File: config.mk
export PLATFORM = sky130hd
export DESIGN_NAME = rng_lfsr_core
export DESIGN_NICKNAME = d
export VERILOG_FILES = /design/src/rtl/rng_lfsr_core.sv
export SDC_FILE = /design/constraint.sdc
export NUM_CORES = 1
export LEC_CHECK = 0
export CORE_MARGIN = 2
export CORE_UTILIZATION = 40
export CTS_BUF_LIST = sky130_fd_sc_hd__clkbuf_4 sky130_fd_sc_hd__clkbuf_8
export DETAILED_ROUTE_END_ITERATION = 7
export GPL_TIMING_DRIVEN = 0
export PLACE_DENSITY = 0.69
export SLEW_MARGIN = 20
export SYNTH_ARGS = -nofsm -noshare
export SYNTH_HDL_FRONTEND = slang
export SYNTH_SLANG_ARGS = --single-unit
File: constraint.sdc
create_clock -name clk -period 4.85 [get_ports clk]
set_clock_uncertainty 0.15 [all_clocks]
set_input_delay 1.455 -clock clk [delete_from_list [all_inputs] [get_ports clk]]
set_output_delay 1.455 -clock clk [all_outputs]
set_load 0.1 [all_outputs]
File: src/rtl/rng_lfsr_core.sv
// Random-number core: 16-bit Galois LFSR, pin-seedable, presenting raw bytes,
// divided-rate bytes or rejection-sampled dice rolls (1..6) on a registered byte.
module rng_lfsr_core #(
    parameter int                LFSR_W   = 16,
    parameter logic [LFSR_W-1:0] TAPS     = 16'hB400,
    parameter logic [LFSR_W-1:0] SEED_DEF = 16'hACE1,
    parameter int                DIV_W    = 4
) (
    input  logic       clk,
    input  logic       reset,
    input  logic [1:0] mode,
    input  logic [3:0] seed,
    output logic [7:0] output_data
);

    localparam logic [1:0]       MODE_LOAD = 2'b00;
    localparam logic [1:0]       MODE_RAW  = 2'b01;
    localparam logic [1:0]       MODE_SLOW = 2'b10;
    localparam logic [1:0]       MODE_DICE = 2'b11;
    localparam logic [DIV_W-1:0] DIV_MAX   = {DIV_W{1'b1}};
    localparam logic [DIV_W-1:0] DIV_ONE   = {{(DIV_W-1){1'b0}}, 1'b1};

    function automatic logic [LFSR_W-1:0] lfsr_step(input logic [LFSR_W-1:0] x);
        return (x >> 1) ^ (x[0] ? TAPS : {LFSR_W{1'b0}});
    endfunction

    logic [LFSR_W-1:0] lfsr_r;
    logic [7:0]        data_r;
    logic [DIV_W-1:0]  div_cnt_r;
    logic [1:0]        prev_mode_r;

    logic [LFSR_W-1:0] next_s;
    logic [LFSR_W-1:0] load_val_s;
    logic [LFSR_W-1:0] lfsr_d_s;
    logic [7:0]        data_d_s;
    logic [DIV_W-1:0]  div_eff_s;
    logic [DIV_W-1:0]  div_d_s;
    logic [2:0]        dice_c_s;
    logic              dice_ok_s;

    // Next-state and output selection for the current mode.
    always_comb begin
        next_s     = lfsr_step(lfsr_r);
        load_val_s = {seed, ~seed, seed, ~seed};
        // A mode change restarts the divider so the first SLOW step lands a full period later.
        div_eff_s  = (mode != prev_mode_r) ? {DIV_W{1'b0}} : div_cnt_r;
        dice_c_s   = next_s[2:0];
        dice_ok_s  = (dice_c_s != 3'd0) && (dice_c_s != 3'd7);
        lfsr_d_s   = lfsr_r;
        data_d_s   = data_r;
        div_d_s    = div_eff_s;
        if (lfsr_r == {LFSR_W{1'b0}}) begin
            lfsr_d_s = SEED_DEF;
        end else begin
            case (mode)
                MODE_LOAD: begin
                    lfsr_d_s = load_val_s;
                end
                MODE_RAW: begin
                    lfsr_d_s = next_s;
                    data_d_s = next_s[7:0];
                end
                MODE_SLOW: begin
                    div_d_s = div_eff_s + DIV_ONE;
                    if (div_eff_s == DIV_MAX) begin
                        lfsr_d_s = next_s;
                        data_d_s = next_s[7:0];
                    end else begin
                        lfsr_d_s = lfsr_r;
                        data_d_s = data_r;
                    end
                end
                MODE_DICE: begin
                    lfsr_d_s = next_s;
                    if (dice_ok_s) begin
                        data_d_s = {5'b00000, dice_c_s};
                    end else begin
                        data_d_s = data_r;
                    end
                end
                default: begin
                    lfsr_d_s = lfsr_r;
                end
            endcase
        end
    end

    // State registers with synchronous reset taking priority over every mode.
    always_ff @(posedge clk) begin
        if (reset) begin
            lfsr_r      <= SEED_DEF;
            data_r      <= 8'h00;
            div_cnt_r   <= {DIV_W{1'b0}};
            prev_mode_r <= MODE_LOAD;
        end else begin
            lfsr_r      <= lfsr_d_s;
            data_r      <= data_d_s;
            div_cnt_r   <= div_d_s;
            prev_mode_r <= mode;
        end
    end

    assign output_data = data_r;

endmodule

; ---- Word level (Yosys, flattened, before mapping)
; Cells that the tools add are included.
[op_classes]
add_sub_neg = 1
multipliers = 0
div = 0
order_cmp = 0
eq_ne = 8
shift = 0
muxes = 9
n_bitwise = 3
reduce_logical = 8
[ops]
columns = op, count
row1 = one-hot mux 16 bit (3 select lines), 1
row2 = 2-to-1 mux 16 bit, 2
row3 = one-hot mux 8 bit (3 select lines), 1
row4 = logical NOT 16 bit, 1
row5 = 2-to-1 mux 8 bit, 2
row6 = XOR 15 x 16 -> 16 bit, 1
row7 = 2-to-1 mux 4 bit, 3
row8 = nonzero test 3 bit, 2
row9 = adder 4 x 1 -> 4 bit (second input constant), 1
row10 = equality test 2 bit (second input constant), 2
row11 = equality test 4 bit (second input constant), 1
row12 = != test 2 bit (second input constant), 2
row13 = inverter 4 bit, 1
row14 = AND reduction 4 bit, 1
row15 = OR reduction 2 bit, 2
row16 = != test 3 bit (second input constant), 1
row17 = equality test 2 x 1 -> 1 bit (second input constant), 1
row18 = logical NOT 2 bit, 1
row19 = != test 2 bit, 1
row20 = logical AND 1 bit, 1
row21 = inverter 1 bit, 1
[totals]
register_bits = 30
latchBits = 0
ram_bits = 0
romBits = 0
output_inout_bits = 8
wordCells = 33
mem_count = 0

; ---- Logic depth before layout (Yosys ltp)
[depth]
ltp_word = 6
depth_mapped = 6

; ---- Worst setup path before layout
; Ideal clock, no wire load.
[synth_timing]
path_kind = in2reg
startpoint = input mode[1]
endpoint = register data_r[0], in the netlist output_data[0]
setup_ns = 0.121
t_arrival_ns = 2.444
t_required_ns = 4.579
slack_ns = 2.135
stages = 6
cell_sequence = buf_4 > or2_2 > buf_4 > and4_1 > buf_6 > mux2i_1
[synth_via]
elab_chain_len = 5
word_cells_on_any_way = 11
classes_between = eq/ne (7) / mux (2) / reduce/logical (2)
[synth_rtl]
columns = element, line
row1 = from (decl), 11  ; input logic [1:0] mode,
row2 = != test 2 bit, 46  ; div_eff_s = (mode != prev_mode_r) ? {DIV_W{1'b0}} : div_cnt_r;
row3 = 2-to-1 mux 4 bit, 46
row4 = equality test 4 bit, 65  ; if (div_eff_s == DIV_MAX) begin
row5 = != test 2 bit (no line), --
row6 = AND reduction 4 bit (no line), --
row7 = to (signal assigned), 97  ; data_r <= data_d_s;
row8 = to (decl), 28  ; logic [7:0] data_r;
; Parallel ways exist; a longest one is shown, timed or not.
; A chain may end at the register's enable or synchronous reset.

; ---- Worst setup path after layout
[layout_timing]
startpoint = register data_r[2], in the netlist output_data[2]
endpoint = output output_data[2]
[layout_lines]
columns = element, line
row1 = to (decl), 13  ; output logic [7:0] output_data
; No word-level cell between the ends.

==> flow_metrics.env <==
export IMPL_vias_per_cell=5.40
export IMPL_drt_iter0_markers=49
export IMPL_p_comb_frac=0.205
export IMPL_crit_arrival_ns=1.75
export IMPL_cts_hold_buf=0
export IMPL_synth_compound_area_frac=0.173
export IMPL_start_kind="register"
export IMPL_vias=1264
export IMPL_drive_gt1_frac=0.156
export IMPL_cp_max_fo=2
export IMPL_path_buf_inv=1
export IMPL_synthFlopType="dfxtp_1"
export IMPL_rr_endpoint="lfsr_r[13]"
export IMPL_yosysMostFrequentCell="dfxtp_1"
export IMPL_period_minus_slack_ns=3.35
export IMPL_synth_top_area_cell="dfxtp_1"
export IMPL_grt_pass1_wl_um=5840
export IMPL_synth_area_per_cell_um2=9.20
export IMPL_antenna_found_initial=0
export IMPL_clk_latency_ns=0.28
export IMPL_maxCapViolations=0
export IMPL_critical_path_depth=1
export IMPL_utilization=0.491
export IMPL_cts_max_path_buffers=2
export IMPL_dp_cells=228
export IMPL_setup_viol=0
export IMPL_fin_tns_setup_ns=0
export IMPL_first_pass_iters=4
export IMPL_r2r_cells=4
export IMPL_crit_path_end="output_data[2]"
export IMPL_grt_setup_unrepaired="no"
export IMPL_slowest_delay_ns=1.13
export IMPL_hold_path_class="register to register"
export IMPL_ctsResizeCount=0
export IMPL_reg2reg_slack_ns=3.14
export IMPL_p_leak_uw=0.000678
export IMPL_synth_top_family_by_area="simple AND/OR/NAND/NOR gates"
export IMPL_syn_num_nets=175
export IMPL_worstPathRequired_ns=3.24
export IMPL_grt_ovfl_total=0
export IMPL_instances_no_fill=234
export IMPL_drc=0
export IMPL_holdPathStages=2
export IMPL_startpoint="output_data[2]"
export IMPL_h_tree_depth=2
export IMPL_post_cts_buffers=0
export IMPL_switching_share=0.305
export IMPL_cts_tree="done"
export IMPL_p_sw_uw=185
export IMPL_synth_common_cells="30 x dfxtp_1, 24 x nand2_1, 11 x nand2b_1"
export IMPL_r2r_start="div_cnt_r[0]"
export IMPL_crit_slowest_cell="clkdlybuf4s50_1"
export IMPL_synth_top_area_share=0.391
export IMPL_hold_viol_final=0
export IMPL_synthToLayoutAreaGrowth_pct=17.8
export IMPL_cp_end_kind="output pin"
export IMPL_synth_edf_count=0
export IMPL_hpwlAfterDp_um=2520
export IMPL_pwr_share_seq=0.474
export IMPL_yosys_area_share_xor_xnor=0.0342
export IMPL_synthAdderAreaFrac=0
export IMPL_max_freq_ghz=0.298
export IMPL_initial_core_util=0.417
export IMPL_outcome="completed"
export IMPL_grt_max_degree=11
export IMPL_rows=22
export IMPL_slew_violations=0
export IMPL_crit_type="register to output pin"
export IMPL_seq_area_frac_synth=0.391
export IMPL_clkPwrFrac=0.321
export IMPL_synth_cells=167
export IMPL_ioPinCount=16
export IMPL_tightest_slew_ns=0.969
export IMPL_postRouteAntennaNets=0
export IMPL_internal_power_uw=421
export IMPL_die_area_mm2=0.00435
export IMPL_cts_root_buf="clkbuf_8"
export IMPL_max_slew_margin=0.352
export IMPL_finalWirelength_um=3350
export IMPL_peakVddDrop_uv=179
export IMPL_antennaDiodeCount=0
export IMPL_grt_use_total=0.178
export IMPL_die_y_um=66.0
export IMPL_fillerInstances=365
export IMPL_syn_area_mm2=0.00154
export IMPL_finalCritPeriodShare=0.691
export IMPL_wl_per_cell_um=14.3
export IMPL_ys_seq_elements=30
export IMPL_clock_sinks=30
export IMPL_synthMuxAreaShare=0.0521
export IMPL_powerDensity_mw_per_mm2=335
export IMPL_grt_pass1_vias=1268
export IMPL_cts_inserted_buffers=5
export IMPL_die_x_um=66.0
export IMPL_gp_congestion=0.881
export IMPL_numPortBuffers=13
export IMPL_async_reset_ff_frac=0
export IMPL_fp_coreArea_mm2=0.00369
export IMPL_nets=195
export IMPL_critPathTopFamily="buffers and inverters"
export IMPL_synth_distinct_cells=40
export IMPL_path_clk_slew_ns=0.06
export IMPL_yosys_area_share_simple=0.296
export IMPL_post_synth_main_area_contributors="dfxtp_1 39%, nand2_1 5.9%, nor4_4 5.5%, mux2i_1 5.2%, nand2b_1 4.5%"
export IMPL_path_cells="clkdlybuf4s50_1"
export IMPL_yosysWarningCount=0
==> power groups by stage <==
stage / Combinational (µW) / Clock [µW] / Sequential, µW
after floorplan: 63.9 / 0 / 321
after global placement: 121 / 0 / 291
after detailed placement: 124 / 0 / 292
after CTS: 125 / 200 / 287
after global routing: 133 / 211 / 290
final: 124 / 195 / 287
==> placed cells by master (no fill, tap or decap), types with 2 or more instances in the layout <==
cell / count
a211oi_1: 4
a21oi_1: 9
a311oi_1: 2
a31o_2: 2
and3_1: 2
buf_2: 5
buf_4: 3
clkbuf_1: 2
clkbuf_8: 6
clkdlybuf4s50_1: 13
dfxtp_1: 30
inv_1: 4
mux2i_1: 8
nand2_1: 24
nand2b_1: 11
nand3_1: 3
nor2_1: 10
nor2b_1: 4
nor4_4: 4
o211ai_1: 9
o21ai_0: 5
or2b_1: 2
xnor2_1: 2
xor2_1: 4
==> area by class of cell <==
| cell class | instances | area, µm² | share of cell area |
|---|---|---|---|
| Buffer | 11 | 66.3 | 0.0367 |
| Clock buffer | 6 | 82.6 | 0.0456 |
| Inverter | 4 | 15.0 | 0.00830 |
| Multi-Input combinational cell | 122 | 855 | 0.472 |
| Sequential cell | 30 | 601 | 0.332 |
| Tap cell | 48 | 60.1 | 0.0332 |
| Timing Repair Buffer | 13 | 130 | 0.0719 |
==> state kept, by name, indices dropped and copies added, names as in the netlist <==
register	count
lfsr_r	16
output_data	8
div_cnt_r	4
prev_mode_r	2
==> layer usage <==
| metal | global-route usage | up-vias | share of wire |
|---|---|---|---|
| li1 | - | 626 | - |
| met1 | 0.218 | 605 | 0.46 |
| met2 | 0.294 | 28 | 0.48 |
| met3 | 0.0477 | 5 | 0.037 |
| met4 | 0.0714 | 0 | 0.016 |
| met5 | 0 | - | 0 |
==> worst min path at each step <==
stage / from / endpoint / slack [ns]
final: output_data[7] / output_data[7] / 0.32
after detailed placement: output_data[7] / output_data[7] / 0.32
after floorplan: lfsr_r[12] / lfsr_r[12] / 0.33
after CTS: output_data[7] / output_data[7] / 0.33
after global placement: output_data[1] / output_data[1] / 0.31
after global routing: output_data[2] / output_data[2] / 0.36
==> per-stage QoR <==
step                setup slack [ns]  cell area [µm²]  hold WS (ns)  power, µW
finish                          1.50             1810         0.322        606
global route                    1.45             1810         0.355        634
CTS                             1.48             1810         0.332        611
detailed placement              1.63             1730         0.322        416
global placement                1.65             1730         0.310        412
floorplan                       2.13             1540         0.326        385
==> worst reg2reg max path, stage by stage (launching register included) <==
cell and delay, ns:
dfxtp_1 0.43, nand3_2 0.16, o31a_1 0.37, buf_2 0.21, a211o_1 0.30
==> cell families (layout without fill, tap and decap cells) <==
| kind of cell | Yosys count | count (layout) |
|---|---|---|
| DFF | 30 | 30 |
| buffers and inverters | 15 | 34 |
| and+or+nand+nor | 72 | 72 |
| muxes | 8 | 8 |
| AOI/OAI and AO/OA | 36 | 36 |
| xor gates and xnor gates | 6 | 6 |
(Power assumes the default switching activity.)
